--- src/rtl/control_sequencer_pkg.sv ---
// Shared definitions for the multi-cycle control sequencer: opcodes, FSM states,
// the packed control-strobe vector and the memory-operation classifier.
package control_sequencer_pkg;

    localparam int OPCODE_WIDTH = 4;

    typedef logic [OPCODE_WIDTH-1:0] opcode_t;

    // Opcode map; 4'd11..4'd15 are unassigned and reported as illegal.
    localparam opcode_t OPER_READ_REGS          = opcode_t'(0);
    localparam opcode_t OPER_WRITE_REG          = opcode_t'(1);
    localparam opcode_t OPER_ENABLE_ALU_AND_RUN = opcode_t'(2);
    localparam opcode_t OPER_RESET              = opcode_t'(3);
    localparam opcode_t OPER_SET_PC             = opcode_t'(4);
    localparam opcode_t OPER_READ_MEM           = opcode_t'(5);
    localparam opcode_t OPER_READ_INST          = opcode_t'(6);
    localparam opcode_t OPER_WRITE_MEM          = opcode_t'(7);
    localparam opcode_t OPER_PUSH_TO_STACK      = opcode_t'(8);
    localparam opcode_t OPER_POP_FROM_STACK     = opcode_t'(9);
    localparam opcode_t OPER_HALT               = opcode_t'(10);

    typedef enum logic [1:0] {
        ST_IDLE   = 2'd0,
        ST_EXEC   = 2'd1,
        ST_HALTED = 2'd2
    } state_t;

    typedef struct packed {
        logic en_reg_file;
        logic reg_file_rst;
        logic inc;
        logic dec;
        logic en_write;
        logic enable_alu;
        logic sram_wr_n;
        logic sram_cs_n;
        logic sram_oe_n;
    } ctrl_t;

    localparam ctrl_t IDLE_VECTOR = ctrl_t'(9'b000000_111);

    function automatic logic is_mem_op(input opcode_t op);
        logic mem;
        case (op)
            OPER_READ_MEM, OPER_READ_INST, OPER_WRITE_MEM,
            OPER_PUSH_TO_STACK, OPER_POP_FROM_STACK: mem = 1'b1;
            default:                                 mem = 1'b0;
        endcase
        return mem;
    endfunction

endpackage

--- src/rtl/control_sequencer_decode.sv ---
// Pure combinational map from a latched opcode and the final-cycle flag to the
// nine control strobes, plus an illegal-opcode indication.
module control_decode
    import control_sequencer_pkg::*;
(
    input  logic [OPCODE_WIDTH-1:0] operation,
    input  logic                    final_cycle,
    output logic [8:0]              ctrl_bits,
    output logic                    illegal
);

    ctrl_t ctrl;

    always_comb begin
        ctrl    = IDLE_VECTOR;
        illegal = 1'b0;
        case (opcode_t'(operation))
            OPER_READ_REGS: begin
                ctrl.en_reg_file = 1'b1;
            end
            OPER_WRITE_REG: begin
                ctrl.en_reg_file = 1'b1;
                ctrl.en_write    = 1'b1;
            end
            OPER_ENABLE_ALU_AND_RUN: begin
                ctrl.enable_alu = 1'b1;
            end
            OPER_RESET: begin
                ctrl.en_reg_file  = 1'b1;
                ctrl.reg_file_rst = 1'b1;
            end
            OPER_SET_PC, OPER_HALT: begin
                ctrl = IDLE_VECTOR;
            end
            OPER_READ_MEM, OPER_READ_INST: begin
                ctrl.sram_cs_n = 1'b0;
                ctrl.sram_oe_n = 1'b0;
            end
            OPER_WRITE_MEM: begin
                ctrl.sram_cs_n = 1'b0;
                ctrl.sram_wr_n = 1'b0;
            end
            // Stack pointer moves only once the SRAM access is complete.
            OPER_PUSH_TO_STACK: begin
                ctrl.sram_cs_n = 1'b0;
                ctrl.sram_wr_n = 1'b0;
                if (final_cycle) begin
                    ctrl.en_reg_file = 1'b1;
                    ctrl.en_write    = 1'b1;
                    ctrl.inc         = 1'b1;
                end
            end
            OPER_POP_FROM_STACK: begin
                ctrl.sram_cs_n = 1'b0;
                ctrl.sram_oe_n = 1'b0;
                if (final_cycle) begin
                    ctrl.en_reg_file = 1'b1;
                    ctrl.en_write    = 1'b1;
                    ctrl.dec         = 1'b1;
                end
            end
            default: begin
                illegal = 1'b1;
            end
        endcase
    end

    assign ctrl_bits = ctrl;

endmodule

--- src/rtl/control_sequencer.sv ---
// Multi-cycle control sequencer: accepts one opcode per valid/ready handshake and
// drives register-file, ALU and SRAM strobes for as many cycles as the op needs.
module control_sequencer
    import control_sequencer_pkg::*;
#(
    parameter int OPERATION_CODE_LENGTH = OPCODE_WIDTH,
    parameter int SRAM_WAIT_CYCLES      = 1,
    parameter int WAIT_CNT_WIDTH        = 4
) (
    input  logic                             clk,
    input  logic                             rst,
    input  logic [OPERATION_CODE_LENGTH-1:0] operation,
    input  logic                             op_valid,
    output logic                             op_ready,
    output logic                             done,
    output logic                             illegal_op,
    output logic                             halted,
    output logic                             w_RegFile_en_reg_file,
    output logic                             w_RegFile_rst,
    output logic                             w_RegFile_inc,
    output logic                             w_RegFile_dec,
    output logic                             w_RegFile_en_write,
    output logic                             w_ALU_enable_alu,
    output logic                             w_SRAM_wr_n,
    output logic                             w_SRAM_cs_n,
    output logic                             w_SRAM_oe_n
);

    state_t                   state;
    state_t                   state_next;
    opcode_t                  op_q;
    logic [WAIT_CNT_WIDTH-1:0] wait_cnt;
    logic                     accept;
    logic                     final_cycle;
    logic [8:0]               dec_bits;
    logic                     dec_illegal;
    ctrl_t                    ctrl;

    assign accept      = (state == ST_IDLE) && op_valid;
    assign final_cycle = (wait_cnt == '0);

    always_ff @(posedge clk) begin
        if (rst) begin
            state <= ST_IDLE;
        end else begin
            state <= state_next;
        end
    end

    // Non-memory ops load zero so every op ends on the same counter==0 condition.
    always_ff @(posedge clk) begin
        if (rst) begin
            op_q     <= '0;
            wait_cnt <= '0;
        end else if (accept) begin
            op_q     <= opcode_t'(operation);
            wait_cnt <= is_mem_op(opcode_t'(operation)) ?
                        WAIT_CNT_WIDTH'(SRAM_WAIT_CYCLES) : '0;
        end else if (state == ST_EXEC && !final_cycle) begin
            wait_cnt <= wait_cnt - WAIT_CNT_WIDTH'(1);
        end
    end

    control_decode u_decode (
        .operation   (op_q),
        .final_cycle (final_cycle),
        .ctrl_bits   (dec_bits),
        .illegal     (dec_illegal)
    );

    always_comb begin
        state_next = state;
        op_ready   = 1'b0;
        done       = 1'b0;
        illegal_op = 1'b0;
        halted     = 1'b0;
        ctrl       = IDLE_VECTOR;
        case (state)
            ST_IDLE: begin
                op_ready = 1'b1;
                if (op_valid) begin
                    state_next = ST_EXEC;
                end
            end
            ST_EXEC: begin
                ctrl       = ctrl_t'(dec_bits);
                done       = final_cycle;
                illegal_op = dec_illegal && final_cycle;
                if (final_cycle) begin
                    state_next = (op_q == OPER_HALT) ? ST_HALTED : ST_IDLE;
                end
            end
            ST_HALTED: begin
                halted = 1'b1;
            end
            default: begin
                state_next = ST_IDLE;
            end
        endcase
    end

    assign w_RegFile_en_reg_file = ctrl.en_reg_file;
    assign w_RegFile_rst         = ctrl.reg_file_rst;
    assign w_RegFile_inc         = ctrl.inc;
    assign w_RegFile_dec         = ctrl.dec;
    assign w_RegFile_en_write    = ctrl.en_write;
    assign w_ALU_enable_alu      = ctrl.enable_alu;
    assign w_SRAM_wr_n           = ctrl.sram_wr_n;
    assign w_SRAM_cs_n           = ctrl.sram_cs_n;
    assign w_SRAM_oe_n           = ctrl.sram_oe_n;

endmodule

--- config.mk ---
export PLATFORM = sky130hd
export DESIGN_NAME = control_sequencer
export DESIGN_NICKNAME = d
export VERILOG_FILES = /design/src/rtl/control_sequencer_pkg.sv /design/src/rtl/control_sequencer_decode.sv /design/src/rtl/control_sequencer.sv
export SDC_FILE = /design/constraint.sdc
export NUM_CORES = 1
export LEC_CHECK = 0
export ABC_AREA = 1
export CORE_MARGIN = 4
export CORE_UTILIZATION = 49
export CTS_CLUSTER_SIZE = 8
export DETAILED_ROUTE_END_ITERATION = 10
export PLACE_DENSITY = 0.81
export SLEW_MARGIN = 0
export SYNTH_ARGS = -nofsm -noshare
export SYNTH_HDL_FRONTEND = slang
export SYNTH_HIERARCHICAL = 1
export SYNTH_SLANG_ARGS = --single-unit
--- constraint.sdc ---
create_clock -name clk -period 1.8 [get_ports clk]
set_input_delay 0.36 -clock clk [delete_from_list [all_inputs] [get_ports clk]]
set_output_delay 0.36 -clock clk [all_outputs]
set_load 0.02 [all_outputs]
# Yosys cells after proc, flatten, opt, wreduce, memory -nomap -nowiden
# Index checks and enable logic that the tools add are counted.
[classes]
addsub = 1
n_eq_ne = 19
mux = 27
bitwise_logic = 1
reduce_logical = 16
[ops]
columns = ["cell", "n"]
rows = [
  ["$eq 4x3->1 const B", 7],
  ["$eq 4x4->1 const B", 5],
  ["$mux 1", 17],
  ["$reduce_or 11->1", 1],
  ["$reduce_or 5->1", 2],
  ["$mux 9", 1],
  ["$eq 4x2->1 const B", 2],
  ["$logic_not 4->1", 2],
  ["$mux 2", 4],
  ["$mux 4", 2],
  ["$pmux 2 s3", 1],
  ["$reduce_or 3->1", 2],
  ["$eq 4x1->1 const B", 1],
  ["$ne 2x2->1 const B", 2],
  ["$reduce_or 2->1", 2],
  ["$sub 4x1->4 const B", 1],
  ["$logic_and 1x1->1", 3],
  ["$pmux 1 s3", 1],
  ["$reduce_and 3->1", 1],
  ["$eq 2x1->1 const B", 1],
  ["$eq 2x2->1 const B", 1],
  ["$logic_not 2->1", 1],
  ["$pmux 1 s2", 1],
  ["$reduce_bool 2->1", 1],
  ["2 further kinds", 2],
]
[totals]
ff_bits = 10
inputBits = 7
output_inout_bits = 13
elab_cells = 67

# Depth between registers and ports, before layout
[depth]
depth_word = 7
mapped_depth = 8
ltp_nobuf = 8

# Hierarchy
# The synthesis kept the hierarchy.
[by_module_without_submodules]
columns = ["module", "n_inst", "cells_per_inst", "area_each_um2", "seq_area_each_um2"]
rows = [
  ["control_sequencer", 1, 88, 566.8, 200.2],
  ["control_decode", 1, 39, 153.9, 0.0],
]

# Worst setup path after synthesis
# Ideal clock, no wire load.
[synth_timing]
path_kind = "register to output"
from = "reg wait_cnt[0]"
to = "out w_RegFile_en_reg_file"
arrival_ns = 1.218
required_time_ns = 1.440
path_slack_ns = 0.222
stages_incl_launch_ff = 9
n_path_buf = 0
path_cell_list = "dfxtp_1 inv_1 ha_1 nand2_2 inv_1 nand4_1 nand2_1 inv_1 nor2_1"
[synth_via]
elab_chain_len = 4
[synth_rtl]
columns = ["item", "line_no", "source"]
rows = [
  ["start, declared", "control_sequencer.sv:32", "logic [WAIT_CNT_WIDTH-1:0] wait_cnt;"],
  ["start signal, assigned", "control_sequencer.sv:57", "wait_cnt <= is_mem_op(opcode_t'(operation)) ?"],
  ["start signal, assigned", "control_sequencer.sv:60", "wait_cnt <= wait_cnt - WAIT_CNT_WIDTH'(1);"],
  ["$logic_not 4->1", "control_sequencer.sv:40", "assign final_cycle = (wait_cnt == '0);"],
  ["via final_cycle", "control_sequencer.sv:34", "logic final_cycle;"],
  ["$mux 1", "control_sequencer_decode.sv:47, control_sequencer_decode.sv:56", ""],
  ["$pmux 1 s2", "control_sequencer_decode.sv:17", "case (opcode_t'(operation))"],
  ["via dec_bits[8]", "control_sequencer.sv:35", "logic [8:0] dec_bits;"],
  ["$mux 9", "control_sequencer.sv:78", "case (state)"],
  ["end, declared", "control_sequencer.sv:18", "output logic w_RegFile_en_reg_file,"],
]
# The timed path passes the listed nets, and every way through them passes these cells.

# Worst setup path in the final report
[layout_timing]
from = "reg wait_cnt[0]"
to = "out w_RegFile_en_write"
[layout_via]
elab_chain_len = 4
elab_cells_between_ends = 5
classes_between = "mux: 4; reduce/logical: 1"
[layout_rtl]
columns = ["item", "line_no", "source"]
rows = [
  ["$logic_not 4->1 *", "control_sequencer.sv:40", ""],
  ["via final_cycle", "control_sequencer.sv:34", ""],
  ["$mux 2 / $mux 1 (equally long branches)", "control_sequencer_decode.sv:56, control_sequencer_decode.sv:47", ""],
  ["$pmux 1 s3 *", "control_sequencer_decode.sv:17", ""],
  ["via dec_bits[4]", "control_sequencer.sv:35", ""],
  ["$mux 9 *", "control_sequencer.sv:78", ""],
  ["end, declared", "control_sequencer.sv:22", "output logic w_RegFile_en_write,"],
]
# Mark *: on every way through the listed nets, which the timed path passes. The rest lies on a longest branch.

==> results.yml <==
die:
  rows: 13
  die_y_um: 46.4
  initial_core_util_pct: 53.4
  design.die.area_um2: 2150
  core_um2: 1350
  die_w_um: 46.4
  ios: 20
setup_path:
  cp_data_required_time_ns: 1.44
  path_class: "reg2out"
  critPathMaxFanout: 3
  worst-path-buf-inv: 4
  critPathMaxStageDelay_ns: 0.33
  arrival_ns: 1.39
  critPathTopFamily: "flip-flops"
  path_cells: "inv_2, ha_4, nand2_2, inv_2, nand4_1, nand2_1, inv_1, nor2_1, buf_2"
  slowest_stage: "dfxtp_1"
  crit_path_start_kind: "register"
  cp-end-kind: "output port"
  path_common_cell: "inv_2"
global_route:
  grt_pass1_vias: 739
  grtUsageTotal_pct: 19.4
  grt_pass1_wl_um: 2970
  antenna_found_initial: 0
  grt_overflow_total: 0
  grt_max_degree: 11
cells_and_area:
  final_nets: 173
  multiInputGateArea_um2: 434
  area_growth_syn_to_layout_pct: 44.3
  fillers: 108
  ff_latch_area_um2: 206
  stdcell_count: 178
  post-route-util_pct: 77.0
  antennaDiodeCount: 0
  drive_gt1_share_pct: 31.9
sta:
  hold_viol: 0
  hold_slack_ns: 0.594
  finalSetupTns_ns: 0
  tightest_slew_ns: 0.231
  setup_slack_ns: 0.0469
  drv_slew: 0
  relSlewSlack_pct: 84.5
  final.min_clock_period_ns: 1.75
  clock-skew-final_ns: 0.0104
  setup_viol: 0
  fmax_mhz: 570
  finalCritPeriodShare_pct: 97.4
synthesis:
  syn_area_per_cell_um2: 5.67
  syn_area_um2: 721
  synth_cells: 127
  synth_cell_types: 19
  yosysSeqAreaShare_pct: 27.8
  ys_warn_count: 6
  ys_ff_latch: 10
  synth_nets: 136
pwr:
  p_comb_share_pct: 34.3
  ir_drop_v: 0.000526
  p_seq_share_pct: 36.1
  p_sw_share_pct: 34.4
  power.density_nw_per_um2: 687
  clockPowerShare_pct: 29.6
  p_leak_uw: 0.000553
  power.switching_uw: 246
  p_int_uw: 468
route:
  drtIter0Drc: 25
  wirelength_um: 1840
  route.detailed.drc: 0
  routed_via_density: 4.93
  post_drt_wl_per_cell_um: 10.4
  vias: 878
  ant_nets: 0
  first_pass_iters: 4
place:
  dp_slack_ns: -0.149
  port_buffers: 19
  hpwl_um: 1370
  gp_congestion: 0.834
  dp_cells: 174
job:
  cap_viol_max_count: 0
outcome:
  status: "complete, no violations"
clocking:
  numCtsBuffers: 3
  htreeDepth: 1
  cts_tree: "done"
  clk_latency_ns: 0.28
  clock_sinks: 10
  clockBufferDepth: 2
  cts_root_buf: "clkbuf_4"
  clk_pin_slew_worst_paths_ns: 0.08
  cts_hold_buf: 0
worst_hold_path:
  hp-class: "reg2reg"
[layout make-up]
cell class	count	area share (%)
Timing Repair Buffer	33	23.6
Sequential cell	10	19.9
Multi-Input combinational cell	90	41.8
Clock buffer	4	3.49
Inverter	26	9.51
Tap cell	15	1.81
[through the flow]
| stage | total power, µW | area, µm² |
|---|---|---|
| after global routing | 757 | 1040 |
| after detailed placement | 501 | 1030 |
| after CTS | 703 | 1040 |
| after floorplan | 399 | 721 |
| after global placement | 494 | 1030 |
| final | 714 | 1040 |
[path summary, 6_finish.rpt]
path / startpoint / end / slack (ns) / cells after the start
max: wait_cnt[0] / w_RegFile_en_write / 0.05 / 9
min: wait_cnt[3] / wait_cnt[3] / 0.59 / 3
max reg2reg: wait_cnt[0] / wait_cnt[1] / 0.54 / 7
min reg2reg: wait_cnt[3] / wait_cnt[3] / 0.59 / 3
[power by group through the flow]
stage               Sequential [µW]  Combinational (µW)  Clock [µW]
floorplan                       258                 141           0
CTS                             257                 238         209
finish                          258                 245         211
global placement                258                 237           0
global route                    261                 275         221
detailed placement              259                 242           0
[Yosys cell counts, drive strengths merged]
cell type | instances | share of area [%]
dfxtp | 10 | 28
o21ai | 4 | 2.8
buf | 1 | 0.69
o21bai | 1 | 1.0
clkinv | 1 | 0.69
a21oi | 8 | 5.6
nor3 | 2 | 1.4
or2 | 4 | 3.5
nor2 | 30 | 16
ha | 2 | 3.5
nand2 | 29 | 17
inv | 25 | 13
nand3 | 8 | 5.6
nand4 | 2 | 1.7
[layout by cell type (no fill, tap or decap), types with 2 or more instances in the layout]
master	instances
dlygate4sd2_1	2
a21oi_1	8
clkbuf_2	3
dfxtp_2	5
dfxtp_1	5
clkbuf_4	3
nor2_1	28
o21ai_0	4
nand2_1	25
clkdlybuf4s50_1	6
nor3_1	2
nand4_1	2
nor2_2	2
inv_2	7
buf_2	5
buf_4	17
inv_1	18
or2_2	3
nand2_2	3
nand3_1	8
[worst reg2reg max path, cell delays in order (launching register included)]
cell	delay (ns)
dfxtp_1	0.35
inv_2	0.06
ha_4	0.15
nand2_2	0.08
buf_4	0.14
nand2_4	0.06
or2_0	0.21
a21oi_1	0.13
[what timing repair did]
action                                  4_1_cts  5_1_grt
buffers inserted                              0        0
pin swaps                                     0        5
gates resized for setup                      45       15
gates cloned                                  0        0
endpoints found under the setup margin       13        8
[routing by layer]
metal	vias to the layer above	wire (µm)	GRT usage, %
li1	463	-	-
met1	369	758	22.6
met2	38	862	33.0
met3	8	158	3.91
met4	0	63	9.66
met5	-	0	0
[logic make-up after synthesis]
group,synth area share [%]
flip-flops,27.8
AND/OR/NAND/NOR,45.0
AO/OA/AOI/OAI,9.38
buffers and inverters,14.4
adder cells (fa/ha/maj),3.47
[state kept, by name, indices dropped and copies added, names as in the netlist]
| signal | cells |
|---|---|
| wait_cnt | 4 |
| state | 2 |
| op_q | 4 |
Note: power is estimated with default switching activity, not from simulation.
